<file path="src/rtl/vga_timing_pkg.sv">
`default_nettype none
// ============================================================================
// Module  : vga_timing_pkg
// Brief   : Default 640x480@60 raster constants and horizontal phase encoding.
// Rev     : 1.0  initial release
// ============================================================================
package vga_timing_pkg;

    localparam int CNT_W        = 10;

    localparam int DEF_H_ACTIVE = 640;
    localparam int DEF_H_FP     = 16;
    localparam int DEF_H_SYNC   = 96;
    localparam int DEF_H_BP     = 48;
    localparam int DEF_V_ACTIVE = 480;
    localparam int DEF_V_FP     = 10;
    localparam int DEF_V_SYNC   = 2;
    localparam int DEF_V_BP     = 33;

    localparam int DEF_H_TOTAL  = DEF_H_ACTIVE + DEF_H_FP + DEF_H_SYNC + DEF_H_BP;
    localparam int DEF_V_TOTAL  = DEF_V_ACTIVE + DEF_V_FP + DEF_V_SYNC + DEF_V_BP;

    typedef enum logic [1:0] {
        ST_H_ACT = 2'd0,
        ST_H_FP  = 2'd1,
        ST_H_SYN = 2'd2,
        ST_H_BP  = 2'd3
    } h_state_e;

endpackage
`default_nettype wire

</file>
<file path="src/rtl/vga_sync_gen_if.sv">
`default_nettype none
// ============================================================================
// Module  : vga_sync_gen_if
// Brief   : Raster timing bundle from the sync generator to the colour stage.
// Rev     : 1.0  initial release
// ============================================================================
interface vga_sync_gen_if;

    logic                                pix_en;
    logic                                h_sync;
    logic                                v_sync;
    logic                                video_on;
    logic [vga_timing_pkg::CNT_W-1:0]    pix_x;
    logic [vga_timing_pkg::CNT_W-1:0]    pix_y;
    logic                                line_start;
    logic                                frame_start;

    modport master (
        output pix_en, h_sync, v_sync, video_on, pix_x, pix_y, line_start, frame_start
    );

    modport slave (
        input  pix_en, h_sync, v_sync, video_on, pix_x, pix_y, line_start, frame_start
    );

endinterface
`default_nettype wire

</file>
<file path="src/rtl/vga_pixel_tick.sv">
`default_nettype none
// ============================================================================
// Module  : vga_pixel_tick
// Brief   : Clock prescaler; tick is high on every DIV-th clk after reset.
// Rev     : 1.0  initial release
// ============================================================================
module vga_pixel_tick #(
    parameter int DIV = 4
) (
    input  wire logic clk,
    input  wire logic rst,
    output logic      tick
);

    localparam int DIV_W = (DIV > 1) ? $clog2(DIV) : 1;

    logic [DIV_W-1:0] div_q;
    logic [DIV_W-1:0] div_d;

    always_comb begin
        tick  = (div_q == DIV_W'(DIV - 1));
        div_d = tick ? '0 : div_q + 1'b1;
    end

    always_ff @(posedge clk) begin
        if (rst) begin
            div_q <= '0;
        end else begin
            div_q <= div_d;
        end
    end

endmodule
`default_nettype wire

</file>
<file path="src/rtl/vga_sync_gen.sv">
`default_nettype none
// ============================================================================
// Module  : vga_sync_gen
// Brief   : VGA raster timing generator with registered, mutually aligned
//           sync / video / coordinate outputs. Define VGA_PIXEL_DIV_EN to
//           derive the pixel tick from a divide-by-4 prescaler.
// Rev     : 1.0  initial release
// ============================================================================
module vga_sync_gen
    import vga_timing_pkg::*;
#(
    parameter int   H_ACTIVE = DEF_H_ACTIVE,
    parameter int   H_FP     = DEF_H_FP,
    parameter int   H_SYNC   = DEF_H_SYNC,
    parameter int   H_BP     = DEF_H_BP,
    parameter int   V_ACTIVE = DEF_V_ACTIVE,
    parameter int   V_FP     = DEF_V_FP,
    parameter int   V_SYNC   = DEF_V_SYNC,
    parameter int   V_BP     = DEF_V_BP,
    parameter logic SYNC_POL = 1'b0
) (
    input  wire logic       clk,
    input  wire logic       rst,
    vga_sync_gen_if.master  vga
);

    localparam int H_TOTAL = H_ACTIVE + H_FP + H_SYNC + H_BP;
    localparam int V_TOTAL = V_ACTIVE + V_FP + V_SYNC + V_BP;

    localparam logic [CNT_W-1:0] H_ACT_LAST  = CNT_W'(H_ACTIVE - 1);
    localparam logic [CNT_W-1:0] H_FP_LAST   = CNT_W'(H_ACTIVE + H_FP - 1);
    localparam logic [CNT_W-1:0] H_SYN_LAST  = CNT_W'(H_ACTIVE + H_FP + H_SYNC - 1);
    localparam logic [CNT_W-1:0] H_LAST      = CNT_W'(H_TOTAL - 1);
    localparam logic [CNT_W-1:0] V_LAST      = CNT_W'(V_TOTAL - 1);
    localparam logic [CNT_W-1:0] V_VIS_LINES = CNT_W'(V_ACTIVE);
    localparam logic [CNT_W-1:0] V_SYN_FIRST = CNT_W'(V_ACTIVE + V_FP);
    localparam logic [CNT_W-1:0] V_SYN_LAST  = CNT_W'(V_ACTIVE + V_FP + V_SYNC - 1);

    logic tick;

`ifdef VGA_PIXEL_DIV_EN
    vga_pixel_tick #(
        .DIV  (4)
    ) u_pixel_tick (
        .clk  (clk),
        .rst  (rst),
        .tick (tick)
    );
`else
    assign tick = 1'b1;
`endif

    h_state_e           h_state_q, h_state_d;
    logic [CNT_W-1:0]   h_cnt_q, h_cnt_d;
    logic [CNT_W-1:0]   v_cnt_q, v_cnt_d;

    logic               pix_en_q, pix_en_d;
    logic               h_sync_q, h_sync_d;
    logic               v_sync_q, v_sync_d;
    logic               video_on_q, video_on_d;
    logic [CNT_W-1:0]   pix_x_q, pix_x_d;
    logic [CNT_W-1:0]   pix_y_q, pix_y_d;
    logic               line_start_q, line_start_d;
    logic               frame_start_q, frame_start_d;

    // Horizontal phase tracks h_cnt; transitions occur on the last count of each phase.
    always_comb begin
        h_state_d = h_state_q;
        if (tick) begin
            case (h_state_q)
                ST_H_ACT: if (h_cnt_q == H_ACT_LAST) h_state_d = ST_H_FP;
                ST_H_FP:  if (h_cnt_q == H_FP_LAST)  h_state_d = ST_H_SYN;
                ST_H_SYN: if (h_cnt_q == H_SYN_LAST) h_state_d = ST_H_BP;
                ST_H_BP:  if (h_cnt_q == H_LAST)     h_state_d = ST_H_ACT;
                default:                             h_state_d = ST_H_ACT;
            endcase
        end
    end

    always_comb begin
        h_cnt_d       = h_cnt_q;
        v_cnt_d       = v_cnt_q;
        pix_en_d      = 1'b0;
        h_sync_d      = h_sync_q;
        v_sync_d      = v_sync_q;
        video_on_d    = video_on_q;
        pix_x_d       = pix_x_q;
        pix_y_d       = pix_y_q;
        line_start_d  = 1'b0;
        frame_start_d = 1'b0;

        if (tick) begin
            // Outputs describe the counts as they stand before this tick advances them.
            pix_en_d      = 1'b1;
            pix_x_d       = h_cnt_q;
            pix_y_d       = v_cnt_q;
            h_sync_d      = (h_state_q == ST_H_SYN) ? SYNC_POL : ~SYNC_POL;
            v_sync_d      = (v_cnt_q >= V_SYN_FIRST && v_cnt_q <= V_SYN_LAST) ? SYNC_POL : ~SYNC_POL;
            video_on_d    = (h_state_q == ST_H_ACT) && (v_cnt_q < V_VIS_LINES);
            line_start_d  = (h_cnt_q == '0);
            frame_start_d = (h_cnt_q == '0) && (v_cnt_q == '0);

            if (h_cnt_q == H_LAST) begin
                h_cnt_d = '0;
                v_cnt_d = (v_cnt_q == V_LAST) ? '0 : v_cnt_q + 1'b1;
            end else begin
                h_cnt_d = h_cnt_q + 1'b1;
            end
        end
    end

    always_ff @(posedge clk) begin
        if (rst) begin
            h_state_q     <= ST_H_ACT;
            h_cnt_q       <= '0;
            v_cnt_q       <= '0;
            pix_en_q      <= 1'b0;
            h_sync_q      <= ~SYNC_POL;
            v_sync_q      <= ~SYNC_POL;
            video_on_q    <= 1'b0;
            pix_x_q       <= '0;
            pix_y_q       <= '0;
            line_start_q  <= 1'b0;
            frame_start_q <= 1'b0;
        end else begin
            h_state_q     <= h_state_d;
            h_cnt_q       <= h_cnt_d;
            v_cnt_q       <= v_cnt_d;
            pix_en_q      <= pix_en_d;
            h_sync_q      <= h_sync_d;
            v_sync_q      <= v_sync_d;
            video_on_q    <= video_on_d;
            pix_x_q       <= pix_x_d;
            pix_y_q       <= pix_y_d;
            line_start_q  <= line_start_d;
            frame_start_q <= frame_start_d;
        end
    end

    assign vga.pix_en      = pix_en_q;
    assign vga.h_sync      = h_sync_q;
    assign vga.v_sync      = v_sync_q;
    assign vga.video_on    = video_on_q;
    assign vga.pix_x       = pix_x_q;
    assign vga.pix_y       = pix_y_q;
    assign vga.line_start  = line_start_q;
    assign vga.frame_start = frame_start_q;

endmodule
`default_nettype wire

</file>
<file path="src/flat_wrapper.sv">
// flat-port wrapper written by rule: the top's interface ports become plain ports
module vga_sync_gen_flat import vga_timing_pkg::*;
#(
    parameter int   H_ACTIVE = DEF_H_ACTIVE,
    parameter int   H_FP     = DEF_H_FP,
    parameter int   H_SYNC   = DEF_H_SYNC,
    parameter int   H_BP     = DEF_H_BP,
    parameter int   V_ACTIVE = DEF_V_ACTIVE,
    parameter int   V_FP     = DEF_V_FP,
    parameter int   V_SYNC   = DEF_V_SYNC,
    parameter int   V_BP     = DEF_V_BP,
    parameter logic SYNC_POL = 1'b0
)
  (clk, rst, vga_pix_en, vga_h_sync, vga_v_sync, vga_video_on, vga_pix_x, vga_pix_y, vga_line_start, vga_frame_start);
  vga_sync_gen_if vga_i ();
  input  wire logic clk;
  input  wire logic rst;
  output wire logic [$bits(vga_i.pix_en)-1:0] vga_pix_en;
  output wire logic [$bits(vga_i.h_sync)-1:0] vga_h_sync;
  output wire logic [$bits(vga_i.v_sync)-1:0] vga_v_sync;
  output wire logic [$bits(vga_i.video_on)-1:0] vga_video_on;
  output wire logic [$bits(vga_i.pix_x)-1:0] vga_pix_x;
  output wire logic [$bits(vga_i.pix_y)-1:0] vga_pix_y;
  output wire logic [$bits(vga_i.line_start)-1:0] vga_line_start;
  output wire logic [$bits(vga_i.frame_start)-1:0] vga_frame_start;
  assign vga_pix_en = vga_i.pix_en;
  assign vga_h_sync = vga_i.h_sync;
  assign vga_v_sync = vga_i.v_sync;
  assign vga_video_on = vga_i.video_on;
  assign vga_pix_x = vga_i.pix_x;
  assign vga_pix_y = vga_i.pix_y;
  assign vga_line_start = vga_i.line_start;
  assign vga_frame_start = vga_i.frame_start;
  vga_sync_gen #(.H_ACTIVE(H_ACTIVE), .H_FP(H_FP), .H_SYNC(H_SYNC), .H_BP(H_BP), .V_ACTIVE(V_ACTIVE), .V_FP(V_FP), .V_SYNC(V_SYNC), .V_BP(V_BP), .SYNC_POL(SYNC_POL)) u_core (.clk(clk), .rst(rst), .vga(vga_i));
endmodule
</file>
<file path="config.mk">
export PLATFORM = sky130hd
export DESIGN_NAME = vga_sync_gen_flat
export DESIGN_NICKNAME = d
export VERILOG_FILES = /design/src/rtl/vga_timing_pkg.sv /design/src/rtl/vga_sync_gen_if.sv /design/src/rtl/vga_pixel_tick.sv /design/src/rtl/vga_sync_gen.sv /design/src/flat_wrapper.sv
export SDC_FILE = /design/constraint.sdc
export NUM_CORES = 1
export LEC_CHECK = 0
export CAP_MARGIN = 25
export CELL_PAD_IN_SITES_DETAIL_PLACEMENT = 0
export CELL_PAD_IN_SITES_GLOBAL_PLACEMENT = 1
export CORE_MARGIN = 2
export CORE_UTILIZATION = 37
export DETAILED_ROUTE_END_ITERATION = 10
export HOLD_SLACK_MARGIN = 0.03
export PLACE_DENSITY = 0.81
export SLEW_MARGIN = 5
export SYNTH_ARGS = -nofsm -noshare
export SYNTH_HDL_FRONTEND = slang
export SYNTH_SLANG_ARGS = --single-unit
</file>
<file path="constraint.sdc">
create_clock -name clk -period 1.66 [get_ports clk]
set_input_delay 0.332 -clock clk [delete_from_list [all_inputs] [get_ports clk]]
set_output_delay 0.332 -clock clk [all_outputs]
set_load 0.02 [all_outputs]
</file>
======== Yosys cells after proc, flatten, opt, wreduce, memory -nomap -nowiden ========
Cells that the tools add are included.
word-level totals
  memories kept ........................... 0
  output and inout port bits .............. 26
  bits in latches ......................... 0
  register bits after elaboration ......... 48
  bits in read-only memories .............. 0
  logic and storage cells ................. 45
  input port bits ......................... 2
  bits in writable memories ............... 0
operators by class
  shift-type cells ........................ 0
  reductions and logical operators ........ 8
  bitwise gates (word level) .............. 0
  order comparisons ....................... 3
  $add $sub $neg .......................... 2
  divide/modulo/power cells ............... 0
  equality and inequality tests ........... 12
  muxes and demuxes ....................... 9
  multipliers ............................. 0
operators by type and width
  operator                                                         number
  equality test 10 bit, second input constant                      5
  adder 10 x 1 -> 10 bit, second input constant                    2
  zero test 10 bit                                                 2
  >= comparator 10 x 9 -> 1 bit, second input constant             1
  less-or-equal comparator 10 x 9 -> 1 bit, second input constant  1
  less-than comparator 10 x 9 -> 1 bit, second input constant      1
  2-to-1 mux 10 bit                                                1
  2-to-1 mux 2 bit                                                 4
  != test 2 x 1 -> 1 bit, second input constant                    4
  one-hot mux 2 bit (4 select lines)                               1
  equality test 2 bit, second input constant                       2
  AND reduction 4 bit                                              1
  logical AND 1 bit                                                3
  2-to-1 mux 1 bit                                                 3
  equality test 2 x 1 -> 1 bit, second input constant              1
  zero test 2 bit                                                  1
  OR reduction 2 bit                                               1

======== Logic depth before layout (Yosys ltp) ========
  depth after elaboration ................. 3
  mapped depth ............................ 7
  depth with buffers taken out ............ 7

======== Least setup slack after synthesis ========
OpenSTA, ideal clock, no wires.
  kind .................................... flip-flop to flip-flop
  start ................................... reg u_core.h_state_q[1]
  end ..................................... reg u_core.h_state_q[1]
  clock period less this slack ............ 1.542 ns
  library setup time ...................... 0.128 ns
  data required time ...................... 1.532 ns
  arrival ................................. 1.414 ns
  setup slack ............................. 0.118 ns
  buffers on the path ..................... 0
  stages on the path, launching flop included .. 8
  cells stage by stage .................... dfxtp_1 inv_1 ha_1 and3b_1 o211a_1 o221ai_1 mux2i_1 nor2_1
between the ends
  longest elaborated chain between the ends .. 3
  elaborated cells on any way between the ends .. 10
  those cells by class .................... 7 x eq/ne; 1 x mux; 2 x reduce/logical
RTL lines
  item                                               line                 RTL
  from (decl)                                        vga_sync_gen.sv:53   h_state_e h_state_q, h_state_d;
  from (signal assigned)                             vga_sync_gen.sv:126  h_state_q <= h_state_d;
  equality test 2 bit, or another cell as far along  vga_sync_gen.sv:70   case (h_state_q)
  != test 2 x 1 -> 1 bit (no line)                   n/a
  AND reduction 4 bit (no line)                      n/a
Several ways; a longest one is shown, not always the timed one.
A chain may end at the register's enable or synchronous reset.

======== Final worst setup path ========
  start ................................... reg u_core.h_cnt_q[4]
  end ..................................... reg u_core.v_cnt_q[9], in the netlist u_core.pix_y_d[9]
between the ends
  longest elaborated chain between the ends .. 1
RTL lines
  item                    line                 RTL
  from (decl)             vga_sync_gen.sv:54   logic [CNT_W-1:0] h_cnt_q, h_cnt_d;
  from (signal assigned)  vga_sync_gen.sv:127  h_cnt_q <= h_cnt_d;
  equality test 10 bit    vga_sync_gen.sv:103  if (h_cnt_q == H_LAST) begin
  to (signal assigned)    vga_sync_gen.sv:128  v_cnt_q <= v_cnt_d;
  to (decl)               vga_sync_gen.sv:55   logic [CNT_W-1:0] v_cnt_q, v_cnt_d;
Every way passes these cells.

==> flow_metrics.py <==
metrics = {
    "yosys": {
        "synth_ff_type": "dfxtp_1",
        "ys_warn_count": 0,
        "yosysSeqAreaShare_pct": 51.17,
        "synth_cell_type_count": 38,
        "netlist_area_sq_mm": 0.001878,
        "synth_edf_count": 0,
        "synth_fp_nets": 198,
        "async_flop_share_pct": 0,
        "avgSynthCellArea_sq_um": 10.04,
        "syn_inst": 187,
        "ys_ff_latch": 48,
    },
    "placement": {
        "post_dp_cell_area_sq_mm": 0.002306,
        "dp.cells": 289,
        "port-buffer-count": 27,
        "gp_congestion": 0.8179,
        "dpl.hpwl_um": 2541,
    },
    "finish": {
        "final_cells": 298,
        "fillers": 482,
        "nNetsFinal": 241,
        "n_antenna_cell": 0,
        "drive_above_1_share_pct": 16.45,
        "final_area_sq_mm": 0.002447,
        "utilization_pct": 50.81,
        "syn_to_final_growth_pct": 30.31,
    },
    "timing": {
        "fin_worst_skew_ns": 0.002899,
        "period_needed_ns": 1.600,
        "worst_pin_slew_ns": 0.4105,
        "max_clock_freq_ghz": 0.6249,
        "slew_viol_final": 0,
        "hold_viol": 0,
        "finalSetupViolCount": 0,
        "fin_crit_sh_pct": 96.41,
        "max_slew_margin_pct": 71.93,
        "tns_ns": 0,
    },
    "detailed_routing": {
        "antenna_left": 0,
        "drt_iter0_markers": 64,
        "routedWlPerCell_um": 12.19,
        "drc": 0,
        "vias_per_cell": 4.641,
        "num_vias": 1383,
        "first_pass_iters": 4,
        "drt-total-wl_um": 3634,
    },
    "die": {
        "dieWidth_um": 75.25,
        "start_util_pct": 38.99,
        "core_sq_mm": 0.004817,
        "rows": 25,
        "die_y_um": 75.25,
        "ios": 28,
        "die_area_sq_mm": 0.005662,
    },
    "status": {
        "status": "finished clean",
    },
    "critical_path": {
        "cpPeakStageDelay_ns": 0.42,
        "crit_end": "u_core.pix_y_d[9]$_SDFFE_PP0N_",
        "path_cells": "and3_1, and4_4, nand3_2, or3_1, a21oi_1",
        "end_kind": "flop",
        "worstSetupPathType": "reg2reg",
        "crit_required_ns": 1.89,
        "startpoint_type": "flop",
        "r2r_cells": 5,
        "r2r_start": "u_core.h_cnt_q[4]$_SDFF_PP0_",
        "arrival_ns": 1.84,
        "worst-path-max-fanout": 6,
        "reg2reg_slack_ns": 0.06,
        "slowest_stage": "dfxtp_1",
        "crit_path_start": "u_core.h_cnt_q[4]$_SDFF_PP0_",
        "reg2reg_to": "u_core.pix_y_d[9]$_SDFFE_PP0N_",
    },
    "clocking": {
        "clock_latency_ns": 0.30,
        "cts_hold_buffers": 0,
        "htreeDepth": 2,
        "cts.sinks": 48,
        "clock-root-buffer": "clkbuf_8",
        "cts_tree": "yes",
        "path_clk_slew_ns": 0.09,
        "clock_path_buffers": 2,
        "cts_made_buffers": 5,
    },
    "global_routing": {
        "gr-total-overflow": 0,
        "grt_max_degree": 16,
        "grt_usage_pct": 13.87,
        "grt_pass1_wl_um": 5816,
        "antenna_found_initial": 0,
        "grt_pass1_vias": 1277,
    },
    "run": {
        "drv_cap": 0,
    },
    "power": {
        "p_leak_uw": 0.0009903,
        "ir_worst_vdd_uv": 366.7,
        "p_per_area_mw_per_mm2": 855.7,
    },
    "worst_hold_path": {
        "min_path_type": "reg2reg",
    },
}
flip-flops by register name (all words and copies together) (netlist names):
signal                  count
u_core.h_cnt_q             10
u_core.pix_y_d             10
u_core.vga.pix_x           10
u_core.vga.pix_y           10
u_core.h_state_q            2
u_core.vga.frame_start      1
u_core.vga.h_sync           1
u_core.vga.line_start       1
u_core.vga.pix_en           1
u_core.vga.v_sync           1
u_core.vga.video_on         1
Yosys cell counts (all sizes together), types with 2 or more instances:
master	instances	area [sq um]
and3	9	56.30
and4	3	28.78
buf	7	46.29
clkbuf	2	7.510
dfxtp	48	960.9
ha	9	112.6
inv	10	37.54
mux2i	2	20.02
nand2	5	21.27
nand3	5	30.03
nand4	6	37.54
nor2	26	100.1
nor2b	17	106.4
nor3	4	20.02
nor4	3	25.02
nor4bb	2	20.02
xnor2	7	61.31
xor2	9	78.83
through the flow:
stage | total power, uW | hold slack [ns] | worst slack, ns
finish | 2094 | 0.4912 | 0.05962
floorplan | 1316 | 0.4247 | 0.1181
detailed placement | 1384 | 0.4746 | -0.01692
CTS | 2099 | 0.4930 | 0.04673
global placement | 1382 | 0.4651 | 0.03151
global route | 2171 | 0.5207 | -0.004579
per-layer routing:
| layer | GRT usage, % | vias up | share of wire (%) | wire length [um] |
|---|---|---|---|---|
| met3 | 3.614 | 9 | 4.8 | 175 |
| met4 | 6.433 | 0 | 2.2 | 81 |
| met5 | 0 | - | 0 | 0 |
| met1 | 18.25 | 627 | 49 | 1767 |
| li1 | - | 705 | - | - |
| met2 | 21.35 | 42 | 44 | 1608 |
how the worst min path moves through the flow:
stage                                         startpoint                           end  slack (ns)  cells after the start
after global routing      u_core.pix_y_d[8]$_SDFFE_PP0N_  u_core.vga.v_sync$_SDFF_PP1_        0.52                      1
after CTS                 u_core.pix_y_d[8]$_SDFFE_PP0N_  u_core.vga.v_sync$_SDFF_PP1_        0.49                      1
after global placement    u_core.pix_y_d[8]$_SDFFE_PP0N_  u_core.vga.v_sync$_SDFF_PP1_        0.47                      1
after detailed placement  u_core.pix_y_d[8]$_SDFFE_PP0N_  u_core.vga.v_sync$_SDFF_PP1_        0.47                      1
after floorplan           u_core.pix_y_d[8]$_SDFFE_PP0N_  u_core.vga.v_sync$_SDFF_PP1_        0.42                      1
final                     u_core.pix_y_d[8]$_SDFFE_PP0N_  u_core.vga.v_sync$_SDFF_PP1_        0.49                      1
power breakdown:
| part | internal (uW) | total, uW | switching (uW) |
|---|---|---|---|
| sequential | 1180 | 1190 | 12.5 |
| combinational | 80.0 | 180 | 99.7 |
| clock | 337 | 725 | 387 |
logic make-up (layout without fill, tap and decap cells):
logic type,count (synthesis),after routing,synth area share (%)
AO/OA/AOI/OAI,7,7,3.065
XOR/XNOR,16,16,7.462
adder cells (fa/ha/maj),9,9,5.996
buffers and inverters,19,63,4.864
flip-flops,48,48,51.17
multiplexers,2,2,1.066
AND/OR/NAND/NOR,86,86,26.38
layout by cell type (no fill, tap or decap), drive strengths merged, types with 4 or more instances in the layout:
master	instances
buf	18
nand4	6
nor3	4
inv	10
clkbuf	6
ha	9
and3	9
clkdlybuf4s50	27
nor2	26
xnor2	7
dfxtp	48
nand2	5
nor2b	17
nand3	5
xor2	9
repair_timing:
item | in CTS | in global routing
pin swaps | 0 | 2
setup buffers | 0 | 1
hold endpoints to repair | 0 | 0
resized for setup | 1 | 6
setup endpoints to repair | 2 | 4
gates cloned | 0 | 0
worst max-delay path, delay by kind of cell (launching register included):
family             cells  cell delay, ns
and+or+nand+nor        4            0.97
AOI/OAI and AO/OA      1            0.15
DFF                    1            0.42
area by class of cell:
class,count,area (sq um),area share [%]
Clock buffer,6,82.58,3.374
Clock inverter,2,15.01,0.6135
Inverter,10,37.54,1.534
Multi-Input combinational cell,120,845.8,34.56
Sequential cell,48,964.7,39.42
Tap cell,67,83.83,3.425
Timing Repair Buffer,45,417.9,17.08
Power figures use the tool's default switching activity.
